## src/rtl/chan_accum_bank.sv

```systemverilog
// Multi-channel signed accumulator bank with in-order drain over a valid/ready stream.
// Define ACC_SAT_EN for saturating accumulation; the default build wraps.
module chan_accum_bank #(
  parameter int unsigned DATA_W = 16,
  parameter int unsigned ACC_W  = 32,
  parameter int unsigned NCH    = 4,
  parameter int unsigned CH_W   = $clog2(NCH)
) (
  input  logic              clk,
  input  logic              rst,
  input  logic              in_valid,
  output logic              in_ready,
  input  logic [CH_W-1:0]   in_ch,
  input  logic [DATA_W-1:0] in_a,
  input  logic [DATA_W-1:0] in_b,
  input  logic              drain_req,
  output logic              out_valid,
  input  logic              out_ready,
  output logic [CH_W-1:0]   out_ch,
  output logic [ACC_W-1:0]  out_data,
  output logic              out_ovf,
  output logic              drain_done,
  output logic              bad_ch
);

  localparam int unsigned SUM_W = ACC_W + 2;
  localparam logic signed [SUM_W-1:0] ACC_MAX = {3'b000, {(ACC_W-1){1'b1}}};
  localparam logic signed [SUM_W-1:0] ACC_MIN = {3'b111, {(ACC_W-1){1'b0}}};
  localparam logic [CH_W-1:0] LAST_CH = CH_W'(NCH - 1);

  typedef enum logic [1:0] {S_IDLE, S_DRAIN, S_DONE} state_t;

  state_t             state_q, state_n;
  logic [CH_W-1:0]    idx_q, idx_n;
  logic [ACC_W-1:0]   acc_q [NCH];
  logic [ACC_W-1:0]   acc_n [NCH];
  logic [NCH-1:0]     ovf_q, ovf_n;
  logic               in_ready_n, out_valid_n, out_ovf_n, drain_done_n, bad_ch_n;
  logic [ACC_W-1:0]   out_data_n;
  logic signed [SUM_W-1:0] sum;
  logic               sum_ovf;
  logic [ACC_W-1:0]   sum_f;
  logic               beat_ok, ch_ok;

  assign out_ch = idx_q;

  // Next-state, accumulate/clear and registered-output preparation.
  always_comb begin
    state_n      = state_q;
    idx_n        = idx_q;
    ovf_n        = ovf_q;
    for (int i = 0; i < int'(NCH); i++) acc_n[i] = acc_q[i];
    in_ready_n   = 1'b0;
    out_valid_n  = 1'b0;
    out_data_n   = '0;
    out_ovf_n    = 1'b0;
    drain_done_n = 1'b0;
    bad_ch_n     = 1'b0;

    beat_ok = in_valid && in_ready;
    ch_ok   = 32'(in_ch) < 32'(NCH);
    sum     = SUM_W'($signed(acc_q[in_ch])) + SUM_W'($signed(in_a)) + SUM_W'($signed(in_b));
    sum_ovf = (sum > ACC_MAX) || (sum < ACC_MIN);
`ifdef ACC_SAT_EN
    if (sum > ACC_MAX)      sum_f = ACC_MAX[ACC_W-1:0];
    else if (sum < ACC_MIN) sum_f = ACC_MIN[ACC_W-1:0];
    else                    sum_f = sum[ACC_W-1:0];
`else
    sum_f = sum[ACC_W-1:0];
`endif

    if (beat_ok) begin
      if (ch_ok) begin
        acc_n[in_ch] = sum_f;
        if (sum_ovf) ovf_n[in_ch] = 1'b1;
      end else begin
        bad_ch_n = 1'b1;
      end
    end

    case (state_q)
      S_IDLE: begin
        if (drain_req) begin
          state_n = S_DRAIN;
          idx_n   = '0;
        end
      end
      S_DRAIN: begin
        if (out_valid && out_ready) begin
          acc_n[idx_q] = '0;
          ovf_n[idx_q] = 1'b0;
          if (idx_q == LAST_CH) begin
            state_n      = S_DONE;
            idx_n        = '0;
            drain_done_n = 1'b1;
          end else begin
            idx_n = idx_q + CH_W'(1);
          end
        end
      end
      S_DONE:  state_n = S_IDLE;
      default: state_n = S_IDLE;
    endcase

    in_ready_n = (state_n == S_IDLE);
    // Drain outputs reflect the channel after this cycle's accumulate/clear.
    if (state_n == S_DRAIN) begin
      out_valid_n = 1'b1;
      out_data_n  = acc_n[idx_n];
      out_ovf_n   = ovf_n[idx_n];
    end
  end

  always_ff @(posedge clk or posedge rst) begin
    if (rst) begin
      state_q    <= S_IDLE;
      idx_q      <= '0;
      ovf_q      <= '0;
      for (int i = 0; i < int'(NCH); i++) acc_q[i] <= '0;
      in_ready   <= 1'b1;
      out_valid  <= 1'b0;
      out_data   <= '0;
      out_ovf    <= 1'b0;
      drain_done <= 1'b0;
      bad_ch     <= 1'b0;
    end else begin
      state_q    <= state_n;
      idx_q      <= idx_n;
      ovf_q      <= ovf_n;
      for (int i = 0; i < int'(NCH); i++) acc_q[i] <= acc_n[i];
      in_ready   <= in_ready_n;
      out_valid  <= out_valid_n;
      out_data   <= out_data_n;
      out_ovf    <= out_ovf_n;
      drain_done <= drain_done_n;
      bad_ch     <= bad_ch_n;
    end
  end

endmodule

```

## config.mk

```make
export PLATFORM = sky130hd
export DESIGN_NAME = chan_accum_bank
export DESIGN_NICKNAME = d
export VERILOG_FILES = /design/src/rtl/chan_accum_bank.sv
export SDC_FILE = /design/constraint.sdc
export NUM_CORES = 1
export LEC_CHECK = 0
export ABC_AREA = 1
export ABC_CLOCK_PERIOD_IN_PS = 5400
export BUFFER_PORTS_ARGS = -buffer_cell sky130_fd_sc_hd__buf_2
export CORE_ASPECT_RATIO = 0.75
export CORE_MARGIN = 3
export CORE_UTILIZATION = 33
export CTS_BUF_LIST = sky130_fd_sc_hd__clkbuf_16
export DETAILED_ROUTE_END_ITERATION = 8
export PLACE_DENSITY = 0.57
export SKIP_CTS_REPAIR_TIMING = 1
export SLEW_MARGIN = 20
export SYNTH_ARGS = -nofsm -noshare
export SYNTH_HDL_FRONTEND = slang
export SYNTH_SLANG_ARGS = --single-unit
```

## constraint.sdc

```tcl
create_clock -name clk -period 5.4 [get_ports clk]
set_clock_uncertainty 0.15 [all_clocks]
set_input_delay 0 -clock clk [delete_from_list [all_inputs] [get_ports clk]]
set_output_delay 0 -clock clk [all_outputs]
set_load 0.01 [all_outputs]
```

---- Yosys cells after proc, flatten, opt, wreduce, memory -nomap -nowiden ----
Cells that the tools add are included.
operators by class
  add/subtract/negate cells ............... 3
  order comparisons ....................... 12
  eq/ne operators ......................... 3
  muxes and demuxes ....................... 38
  bitwise operators ....................... 8
  reduce and logical (&&, ||, !) cells .... 9
operators by type and width
  operator              count
  $mux 128              3
  $mux 32               7
  $and 128x128->128     1
  $bmux 32 s2           2
  $bwmux 128            1
  $demux 32 s2          2
  $not 128->128         1
  $add 33x16->34        1
  $gt 34x32->1 const B  1
  $lt 34x32->1 const B  1
  $add 32x16->33        1
  $mux 4                4
  $mux 2                6
  $ge 3x3->1 const B    3
  $lt 2x3->1 const B    3
  $not 2->3             3
  $mux 1                8
  $pmux 2 s2            2
  $logic_and 1x1->1     6
  $lt 3x1->1 const B    2
  $and 4x4->4           1
  $demux 1 s2           2
  $eq 2x1->1 const B    2
  $ge 2x1->1 const B    2
  7 further kinds       8
storage, ports and cells
  flip-flop bits (word level) ............. 172
  input bits .............................. 39
  output and inout bits ................... 39

---- Longest topological paths before layout ----
  depth in word-level cells ............... 16
  gate-level depth with buffers ........... 28

---- Worst setup path before layout ----
OpenSTA, ideal clock, no wires.
  path kind ............................... input to register
  start point ............................. input in_ch[1]
  end point ............................... register out_data[29]
  library setup time ...................... 134 ps
  arrival time ............................ 3,185 ps
  required time ........................... 5,116 ps
  slack ................................... 1,931 ps
  cell stages on the path ................. 25
  path through ............................ buf_4 inv_2 nand2_1 inv_1 clkbuf_1 a22oi_1 nand3_1 fa_1 ha_1 fa_1 nand2_1 nand2_1 nand3_2 nand2_2 nand2_1 nand2_2 nand2_2 nand2_2 a21oi_2 xor2_1 nand2_1 nand2_1 nand2_1 nand3_1 a21oi_2
on the way
  longest elaborated chain between the ends .. 15
  elaborated cells between the ends (all ways) .. 20
ends and longest elaborated chain
  what                                            RTL line  source
  start, declared                                 13        input logic [CH_W-1:0] in_ch,
  $not 2->3 (implied by the code) (*)             62, 74
  $bmux 32 s2                                     62        sum = SUM_W'($signed(acc_q[in_ch])) + SUM_W'($signed(in_a)) + SUM_W'($signed(in_b));
  $mux 32 (implied by the code) (2 in a row)      62
  $add 32x16->33                                  62
  $add 33x16->34                                  62
  $bwmux 128 (*)                                  74        acc_n[in_ch] = sum_f;
  $mux 128 (*)                                    72        if (beat_ok) begin
  $and 128x128->128 (no line)                     n/a
  $mux 128                                        89        if (out_valid && out_ready) begin
  $mux 128 (*)                                    81        case (state_q)
  $bmux 32 s2 (*)                                 109       out_data_n = acc_n[idx_n];
  $mux 32 (implied by the code) (*) (2 in a row)  109
  $mux 32 (*)                                     107       if (state_n == S_DRAIN) begin
  net out_data_n[29]                              39        logic [ACC_W-1:0] out_data_n;
  end signal, assigned                            133       out_data <= out_data_n;
  end, declared                                   20        output logic [ACC_W-1:0] out_data,
Mark *: on every way through the listed nets, which the timed path passes. The rest lies on a longest branch. The select of a mux whose other input is x is not followed.

---- Final worst setup path ----
  start point ............................. input in_ch[1]
  end point ............................... register out_data[25]
The elaborated chain is that of the path after synthesis.

==> impl_metrics.py <==
metrics = {
    "timing": {
        "slew_viol_final": 0,
        "clock.fmax_ghz": 0.2493,
        "fin_crit_ns": 4.011,
        "setup_tns_ns": 0,
        "rsz0062_at_grt": "false",
        "worst_pin_slew_ns": 1.064,
        "finalHoldViolCount": 0,
        "setup_viol": 0,
        "period_share_pct": 74.28,
        "slew_headroom_pct": 28.94,
    },
    "worst_setup_path": {
        "critical_path_class": "input pin to flop",
        "cp_num_cells": 23,
        "crit_path_frequent_cell": "nand2_1",
        "reg2reg_depth": 18,
        "r2r_end": "out_data[25]",
        "cpPeakStageDelay_ns": 0.46,
        "crit_path_cell_trace": "buf_2 -> inv_2 -> nand2_1 -> inv_1 -> buf_12 -> a22oi_1 -> nand3_1 -> fa_1 -> ha_1 -> fa_1 -> nand2_1 -> nand2_1 -> nand3_2 -> nand2_2 -> nand2_1 -> nand2_2 -> nand2_2 -> nand3_1 -> nand3_1 -> o211ai_1 -> a21oi_1 -> o21ai_1 -> a21oi_1",
        "cp.required_ns": 5.61,
        "worstSetupStartpoint": "in_ch[1]",
        "crit_end": "out_data[25]",
        "crit_fanout": 18,
        "timing.rr.start": "acc_q[97]",
        "cp-start-kind": "input pin",
        "cp_slowest_cell": "fa_1",
        "reg2reg_slack_ns": 1.64,
        "cp_data_arrival_time_ns": 4.22,
        "cp_top_family": "simple AND/OR/NAND/NOR gates",
        "path_buf_inv": 4,
        "worstSetupEndpointType": "flop",
    },
    "synthesis": {
        "synth_area_um2": 11680,
        "syn-mean-instance-area_um2": 7.631,
        "synth_ff_type": "dfrtp_1",
        "yosys.area.top_type": "dfrtp_1",
        "synth.distinct_cells": 49,
        "synthTopCellsByArea": "dfrtp_1 37%, inv_1 8.1%, nand2_1 7.7%",
        "post-synth-top-count-cell": "inv_1",
        "async_flop_share_pct": 100.0,
        "yosys-top-cells-count": "252 x inv_1, 240 x nand2_1, 171 x dfrtp_1",
        "netlist_instances": 1531,
        "synth_seq_cells": 172,
        "synth_edf_count": 0,
        "ys_seq_area_share_pct": 36.85,
        "synth_nets": 1639,
        "synth.yosys.warnings": 0,
        "netlist.area_leader.share_pct": 36.63,
    },
    "clock_tree": {
        "htree_levels": 4,
        "tritoncts": "built",
        "cts_made_buffers": 17,
        "root_buffer": "clkbuf_16",
        "clock_sinks": 172,
        "clockBufferDepth": 2,
        "path_clk_slew_ns": 0.07,
        "worstSkewPairLatency_ns": 0.46,
    },
    "drt": {
        "wire_per_inst_um": 18.38,
        "drt_iter0_markers": 822,
        "routed-wl-met3_mm": 2.800,
        "vias": 10430,
        "drtAntennaViolNets": 0,
        "first_pass_iters": 7,
        "routed.top_layer": "met4",
        "vias_per_cell": 5.105,
        "drc": 0,
        "wl_met2_mm": 16.30,
        "m1WireLength_mm": 18.04,
        "finalWirelength_mm": 37.56,
    },
    "power": {
        "peakVddDrop_uv": 454.5,
        "power_mw": 8.896,
        "power.density_nw_per_um2": 681.0,
        "p_leak_nw": 6.761,
    },
    "global_routing": {
        "grt_pass1_vias": 10530,
        "antenna_found_initial": 0,
        "grt_overflow": 0,
        "grt_max_degree": 96,
        "grt_first_pass_wirelength_mm": 60.11,
        "track_usage_pct": 20.37,
    },
    "flow_run": {
        "maxCapViolations": 0,
    },
    "floorplanning": {
        "die_w_um": 223.3,
        "die_height_um": 168.9,
        "dieArea_um2": 37720,
        "initial_core_util_pct": 33.60,
        "core_area_um2": 34770,
        "rows": 59,
        "pin_count": 78,
    },
    "finish": {
        "layout-drive-gt1-share_pct": 13.93,
        "syn2layout_area_growth_pct": 11.81,
        "finalInstanceArea_um2": 13060,
        "nets": 1681,
    },
    "min_path": {
        "hp-class": "input pin to flop",
    },
    "place": {
        "dp_hpwl_mm": 25.11,
        "placed_area_um2": 12440,
        "gp_congestion": 0.8964,
        "port_buffers": 76,
    },
    "outcome": {
        "outcome": "completed",
    },
}
[worst min path at each step]
stage | startpoint | end | slack [ns] | depth (start not counted)
3_5_place_dp | rst | out_data[5] | 0.1 | 2
6_report | in_b[0] | acc_q[64] | 0.01 | 4
3_3_place_gp | rst | out_data[5] | 0.1 | 2
2_1_floorplan | drain_req | in_ready | 0.05 | 3
5_1_grt | in_b[0] | acc_q[64] | 0.01 | 4
4_1_cts | rst | acc_q[37] | -0.40 | 2
[metrics by stage]
stage | setup slack, ns | hold WS (ns) | instances | utilization (%)
after global placement | 1.085 | 0.09864 | 2008 | 35.79
after detailed placement | 0.9872 | 0.09932 | 2008 | 35.79
after CTS | 1.471 | -0.4005 | 2040 | 37.48
after global routing | 1.042 | 0.01337 | 2043 | 37.56
final | 1.389 | 0.01469 | 2044 | 37.57
after floorplan | 0.5915 | 0.05378 | 1531 | -
[logic make-up after synthesis]
family	count (synthesis)	synth area share [%]
and+or+nand+nor	503	19.36
AOI/OAI and AO/OA	415	20.69
buffers and inverters	350	11.91
DFF	172	36.85
adders and majority gates	69	9.511
xor gates and xnor gates	21	1.639
other	1	0.03210
[flip-flops by register name, summed over array words and instances (netlist names)]
register	cells
acc_q	128
out_data	32
ovf_q	4
out_ch	2
state_q	2
drain_done	1
in_ready	1
out_ovf	1
out_valid	1
[report_power, final]
group,total [mW],switching [mW],internal [mW]
Combinational,5.49,3.73,1.76
Sequential,2.12,0.231,1.89
Clock,1.28,0.590,0.691
Total,8.90,4.56,4.34
[worst register-to-register path, cell delays in order (launching register included)]
cell and delay [ns]:
dfrtp_1 0.40, a22oi_1 0.19, nand3_1 0.12, fa_1 0.45, ha_1 0.24, fa_1 0.46
nand2_1 0.09, nand2_1 0.11, nand3_2 0.10, nand2_2 0.09, nand2_1 0.09, nand2_2 0.08
nand2_2 0.11, nand3_1 0.22, nand3_1 0.17, o211ai_1 0.11, a21oi_1 0.16, o21ai_1 0.08
a21oi_1 0.23
[metal layers]
layer	up-vias	GRT usage, %
met3	29	4.369
met4	0	4.392
met2	369	30.91
met1	5010	29.88
met5	-	0
li1	5026	-
[layout make-up]
class / count / area, µm²
multi-input combinational: 1009 / 6002
antenna: 1 / 2.502
timing repair buffer: 95 / 543.0
tap: 457 / 571.8
clock inverter: 15 / 161.4
clock buffer: 17 / 425.4
fill: 3635 / 21710
sequential: 172 / 4305
inverter: 278 / 1051
[cells in the final DEF, fill, tap and decap left out, types with 18 or more instances in the layout]
| cell type | netlist | final |
|---|---|---|
| a21oi_1 | 150 | 150 |
| a22oi_1 | 31 | 31 |
| buf_2 | 23 | 76 |
| dfrtp_1 | 171 | 171 |
| fa_1 | 33 | 33 |
| ha_1 | 36 | 36 |
| inv_1 | 252 | 250 |
| inv_2 | 22 | 23 |
| nand2_1 | 240 | 240 |
| nand2_2 | 25 | 25 |
| nand3_1 | 69 | 69 |
| nor2_1 | 130 | 129 |
| o21ai_0 | 121 | 121 |
| o21ai_1 | 33 | 33 |
| o21bai_1 | 18 | 18 |
| o221ai_1 | 25 | 25 |
(Power assumes the default switching activity.)
